`src/rtl/bram_playback_seq.sv`:
```
// bram_playback_seq: reads a programmed window from the RAM external port at
// up to one word per clock and presents it as a valid/ready stream. A
// 2-entry output FIFO, together with a credit check on issue, absorbs the
// one-cycle RAM read latency under downstream backpressure.
module bram_playback_seq #(
    parameter int ADDR_WIDTH = 10,
    parameter int DATA_WIDTH = 32
) (
    input  logic                  clock,
    input  logic                  resetn,
    input  logic                  start,
    input  logic                  stop,
    input  logic                  loop_en,
    input  logic [ADDR_WIDTH-1:0] start_addr,
    input  logic [ADDR_WIDTH:0]   length,
    output logic                  busy,
    output logic                  done,
    output logic [31:0]           word_count,
    output logic                  bram_rd_en,
    output logic [ADDR_WIDTH-1:0] bram_addr,
    input  logic [DATA_WIDTH-1:0] bram_rd_data,
    output logic [DATA_WIDTH-1:0] m_data,
    output logic                  m_valid,
    input  logic                  m_ready
);

    typedef enum logic [1:0] {S_IDLE, S_RUN, S_DRAIN} state_e;

    localparam logic [ADDR_WIDTH-1:0] ADDR_ONE = 1;
    localparam logic [ADDR_WIDTH:0]   LEN_ONE  = 1;

    state_e                state_q, state_d;
    logic [ADDR_WIDTH-1:0] base_q, base_d;   // latched window start
    logic [ADDR_WIDTH-1:0] addr_q, addr_d;   // next read address
    logic [ADDR_WIDTH:0]   len_q, len_d;     // latched window length
    logic [ADDR_WIDTH:0]   rem_q, rem_d;     // reads left in the current pass
    logic                  pend_q, pend_d;   // read issued last cycle, data due now
    logic                  done_q, done_d;
    logic [31:0]           wcnt_q, wcnt_d;

    // output FIFO: two data registers, one-bit pointers, occupancy count
    logic [DATA_WIDTH-1:0] ent0_q, ent1_q;
    logic                  wr_ptr_q, rd_ptr_q;
    logic [1:0]            cnt_q;

    logic       pop, push, flush, issue, accept, credit_ok;
    logic [2:0] occ;
    logic [1:0] cnt_after_pop;

    assign pop           = (cnt_q != 2'd0) && m_ready;
    assign push          = pend_q;
    assign flush         = stop && (state_q != S_IDLE);
    assign occ           = {1'b0, cnt_q} + {2'b00, pend_q};
    // occ >= pop always holds, since pop needs a non-empty FIFO
    assign credit_ok     = (occ - {2'b00, pop}) < 3'd2;
    assign issue         = (state_q == S_RUN) && credit_ok && !stop;
    assign accept        = (state_q == S_IDLE) && start && !stop && (length != '0);
    assign cnt_after_pop = cnt_q - {1'b0, pop};

    assign busy       = (state_q != S_IDLE);
    assign done       = done_q;
    assign word_count = wcnt_q;
    assign bram_rd_en = issue;
    assign bram_addr  = addr_q;
    assign m_valid    = (cnt_q != 2'd0);
    assign m_data     = rd_ptr_q ? ent1_q : ent0_q;

    // next-state: window sequencing, loop wrap, drain completion, abort
    always_comb begin
        state_d = state_q;
        base_d  = base_q;
        addr_d  = addr_q;
        len_d   = len_q;
        rem_d   = rem_q;
        pend_d  = issue;
        done_d  = 1'b0;
        wcnt_d  = wcnt_q + {31'd0, pop};
        case (state_q)
            S_IDLE: begin
                if (accept) begin
                    state_d = S_RUN;
                    base_d  = start_addr;
                    addr_d  = start_addr;
                    len_d   = length;
                    rem_d   = length;
                    wcnt_d  = '0;
                end
            end
            S_RUN: begin
                if (stop) begin
                    state_d = S_IDLE;
                end else if (issue) begin
                    addr_d = addr_q + ADDR_ONE;
                    rem_d  = rem_q - LEN_ONE;
                    if (rem_q == LEN_ONE) begin
                        if (loop_en) begin
                            addr_d = base_q;
                            rem_d  = len_q;
                        end else begin
                            state_d = S_DRAIN;
                        end
                    end
                end
            end
            S_DRAIN: begin
                // leave as soon as this cycle's pop empties the FIFO, so done
                // lands on the cycle right after the last transfer
                if (stop) begin
                    state_d = S_IDLE;
                end else if (!pend_q && (cnt_after_pop == 2'd0)) begin
                    state_d = S_IDLE;
                    done_d  = 1'b1;
                end
            end
            default: state_d = S_IDLE;
        endcase
    end

    // control state registers
    always_ff @(posedge clock or negedge resetn) begin
        if (!resetn) begin
            state_q <= S_IDLE;
            base_q  <= '0;
            addr_q  <= '0;
            len_q   <= '0;
            rem_q   <= '0;
            pend_q  <= 1'b0;
            done_q  <= 1'b0;
            wcnt_q  <= '0;
        end else begin
            state_q <= state_d;
            base_q  <= base_d;
            addr_q  <= addr_d;
            len_q   <= len_d;
            rem_q   <= rem_d;
            pend_q  <= pend_d;
            done_q  <= done_d;
            wcnt_q  <= wcnt_d;
        end
    end

    // output FIFO: capture returning read data, advance head on pop, flush on stop
    always_ff @(posedge clock or negedge resetn) begin
        if (!resetn) begin
            ent0_q   <= '0;
            ent1_q   <= '0;
            wr_ptr_q <= 1'b0;
            rd_ptr_q <= 1'b0;
            cnt_q    <= 2'd0;
        end else if (flush) begin
            wr_ptr_q <= 1'b0;
            rd_ptr_q <= 1'b0;
            cnt_q    <= 2'd0;
        end else begin
            if (push) begin
                if (wr_ptr_q) ent1_q <= bram_rd_data;
                else          ent0_q <= bram_rd_data;
                wr_ptr_q <= ~wr_ptr_q;
            end
            if (pop) rd_ptr_q <= ~rd_ptr_q;
            cnt_q <= cnt_q + {1'b0, push} - {1'b0, pop};
        end
    end

endmodule

```
`config.mk`:
```
export PLATFORM = sky130hd
export DESIGN_NAME = bram_playback_seq
export DESIGN_NICKNAME = d
export VERILOG_FILES = /design/src/rtl/bram_playback_seq.sv
export SDC_FILE = /design/constraint.sdc
export NUM_CORES = 1
export LEC_CHECK = 0
export ABC_AREA = 0
export CAP_MARGIN = 20
export CORE_AREA = 2 2 116 118
export CTS_CLUSTER_DIAMETER = 200
export DETAILED_ROUTE_END_ITERATION = 16
export DIE_AREA = 0 0 118 120
export GPL_TIMING_DRIVEN = 1
export PLACE_DENSITY = 0.85
export SKIP_LAST_GASP = 1
export SYNTH_ARGS = -nofsm -noshare
export SYNTH_HDL_FRONTEND = slang
export SYNTH_SLANG_ARGS = --single-unit
```
`constraint.sdc`:
```
create_clock -name clock -period 3.6 [get_ports clock]
set_input_delay 0.54 -clock clock [delete_from_list [all_inputs] [get_ports clock]]
set_output_delay 0.54 -clock clock [all_outputs]
set_load 0.05 [all_outputs]
```
==> results of run 1 <==
==> per-layer routing <==
layer	GRT usage	share of wire	vias to the layer above
met2	0.408	0.52	137
met4	0.0994	0.026	0
met3	0.0485	0.037	32
li1	-	-	2457
met5	0	0	-
met1	0.287	0.42	2670
==> cell usage after synthesis (7+ instances only) <==
cell type / n
dfrtp_1: 146
mux2_2: 115
a31oi_1: 11
and3_1: 7
o211ai_1: 9
clkbuf_1: 15
a21oi_1: 12
nor3_1: 9
xor2_1: 31
inv_1: 14
nor2_1: 50
xnor2_1: 15
nand2_1: 53
nand3_1: 14
nand4_1: 14
o22a_1: 8
o21ai_0: 19
buf_2: 8
==> power groups by stage <==
stage / Sequential [µW] / Combinational, µW / Clock (µW)
4_1_cts: 2650 / 3520 / 1960
6_report: 2660 / 3500 / 1940
3_3_place_gp: 2610 / 3410 / 0
2_1_floorplan: 2790 / 2290 / 0
5_1_grt: 2740 / 3700 / 2050
3_5_place_dp: 2670 / 3500 / 0
==> critical path, stage by stage <==
cell	delay, ns
clkdlybuf4s50_1	0.53
nand3b_1	0.14
o21ai_0	0.13
ha_1	0.19
inv_1	0.05
fa_1	0.37
xnor2_1	0.23
and3_1	0.32
buf_12	0.17
==> logic make-up after synthesis <==
kind of cell	Yosys count	share of synthesized area
AND/OR/NAND/NOR	187	0.137
flip-flops	146	0.519
multiplexers	116	0.185
AO/OA/AOI/OAI	68	0.0631
XOR/XNOR	46	0.0572
buffers and inverters	42	0.0249
adder cells (fa/ha/maj)	7	0.0135
==> final timing paths <==
| check | from | depth (start not counted) | end |
|---|---|---|---|
| min in group clock | ent0_q[19] | 1 | ent0_q[19] |
| min reg2reg | ent0_q[19] | 1 | ent0_q[19] |
| max in group asynchronous | resetn | 3 | word_count[11] |
| max reg2reg | cnt_q[1] | 10 | bram_addr[2] |
| min | resetn | 1 | len_q[4] |
| max | m_ready | 9 | bram_rd_en |
==> registers in the layout (all words and copies together), names as in the netlist <==
register,cells
pend_q,1
done,1
ent0_q,32
bram_addr,10
rd_ptr_q,1
wr_ptr_q,1
base_q,10
word_count,32
rem_q,11
cnt_q,2
len_q,11
ent1_q,32
state_q,2
==> final cells by class <==
class / count / area [µm²]
timing repair buffer: 150 / 1520
clock inverter: 13 / 208
fill: 928 / 3650
sequential: 146 / 3650
multi-input combinational: 424 / 3220
inverter: 14 / 52.6
clock buffer: 19 / 453
tap: 176 / 220
==> through the flow <==
stage	setup slack (ns)	hold slack [ns]	util	instance area [µm²]	instances
6_report	0.387	0.0711	0.719	9330	942
5_1_grt	0.181	0.112	0.719	9330	942
4_1_cts	0.389	0.342	0.717	9300	941
3_5_place_dp	0.349	0.490	0.666	8640	909
3_3_place_gp	0.448	0.481	0.666	8640	909
2_1_floorplan	1.03	0.244	-	7040	612
==> impl_results.md, run 1 <==
* Final antenna-violating net count at 0
* PD cells at 867 nW/µm²
* Max Fclk at 0.311 GHz
* Detailed placement HPWL at 10900 µm
* Status: finished clean
* Max Cap Viol at 0
* Clk pwr share at 0.239
* Switching Fraction at 0.387
* Die area at between 10000 and 15000 µm²
* Post-synth EDFFs at 0
* Final WL at 16000 µm
* Part of the power in registers at 0.328
* Post-DR vias/cell at 5.62
* Slew Viols, Final at 0
* Crit end category: primary output
* Yosys cell types at just under 50
* Number of iterations in the first detailed-routing pass at 4
* Worst Hold Class: in2async
* Share of layout cells above drive strength 1 at 0.225
* Avg Inst Size Synth at 11.5 µm²
* Number of cell rows at 42
* Synth-to-layout area growth at 32.5%
* Setup-failing EPs final at 0
* Worst-Skew Late Latency at about 0.42 ns
* Placer congestion estimate at roughly 0.9
* Number of global-route vias before repair at between 5000 and 6000
* Commonest non-fill, non-tap cell in the layout: dfrtp_1
* I/O Buffers at 136
* CP Data Required Time at about 3.1 ns
* Asr flop ratio synth at 1.00
* Initial antenna violation count at 0
* Die width at 118 µm
* Switching pwr at between 3000 and 4000 µW
* Final TNS setup at 0 ns
* Via count at around 5300
* Synth Flop Type: dfrtp_1
* N_diodes at 0
* CTS Buf Count at 17
* Gr usage total at 0.235
* Maximum vdd ir drop at 0.000544 V
* Internal power at 4960 µW
* Slew HR at 0.440
* Number of setup buffers added after CTS at 0
* Synth top area share at 0.519
* DR DRC count at 0
* Slew @ Worst Pin at 0.841 ns
* Clock root buffer: clkbuf_16
* Hold Vio Cnt, Final at 0
* CTS tree: built
* Synth Register Bits at about 150
* Core area at 13000 µm²
* Sequential share of the synthesized area at 0.519
* Max Buffers Root-to-Sink at 2
* Crit path DAT at 2.67 ns
* Iteration-0 DRC Markers at 337
* Crit start category: input pin
* Warnings, synthesis at 0
* WS Path Type: in2out
* Setup slack, reg-to-reg at between 0.9 and 1 ns
* Fin crit share at 0.893
* First-pass GRT wire length at 26500 µm
* Comb pwr share at 0.433
* Top cells by area, synth: dfrtp_1 (52%), mux2_2 (18%), xor2_1 (3.9%)
* Synth Instances at 612
* Synth area leader: dfrtp_1
* Cts hold-fix bufs at 0
* Initial Utilization at 0.542
* H-tree levels at 4
* Minimum clock period at 3.21 ns
* Mapped cell area at around 7000 µm²
* Crit Path Max Fanout at 4
* Syn_nets at 678
* Worst Skew at 0.00632 ns
* Clock sinks at roughly 150
* Clk slew on worst S/H paths at 0.06 ns
* Final #Nets at 819
* Post-cts repair resize count at 0
* WL/cell at 17.0 µm
* Most frequent cells in the layout: dfrtp_1 (146), clkdlybuf4s50_1 (134), mux2_2 (115)
* Largest net degree at the start of global routing at 120
* Pleak at 0.00402 µW
* Die Y at 120 µm
* Total power at 8090 µW
* Io pins at 137
* Gr ovfl total at 0
* Unrepaired setup endpoints after global routing: no
No activity file was read; power rests on OpenSTA's default activity.
==> inputs of run 2 (changes only) <==
Settings changed: HOLD_SLACK_MARGIN set to 0.08.
==> results of run 2 <==
Final layout, timing and power as in run 1 (identical DEF).
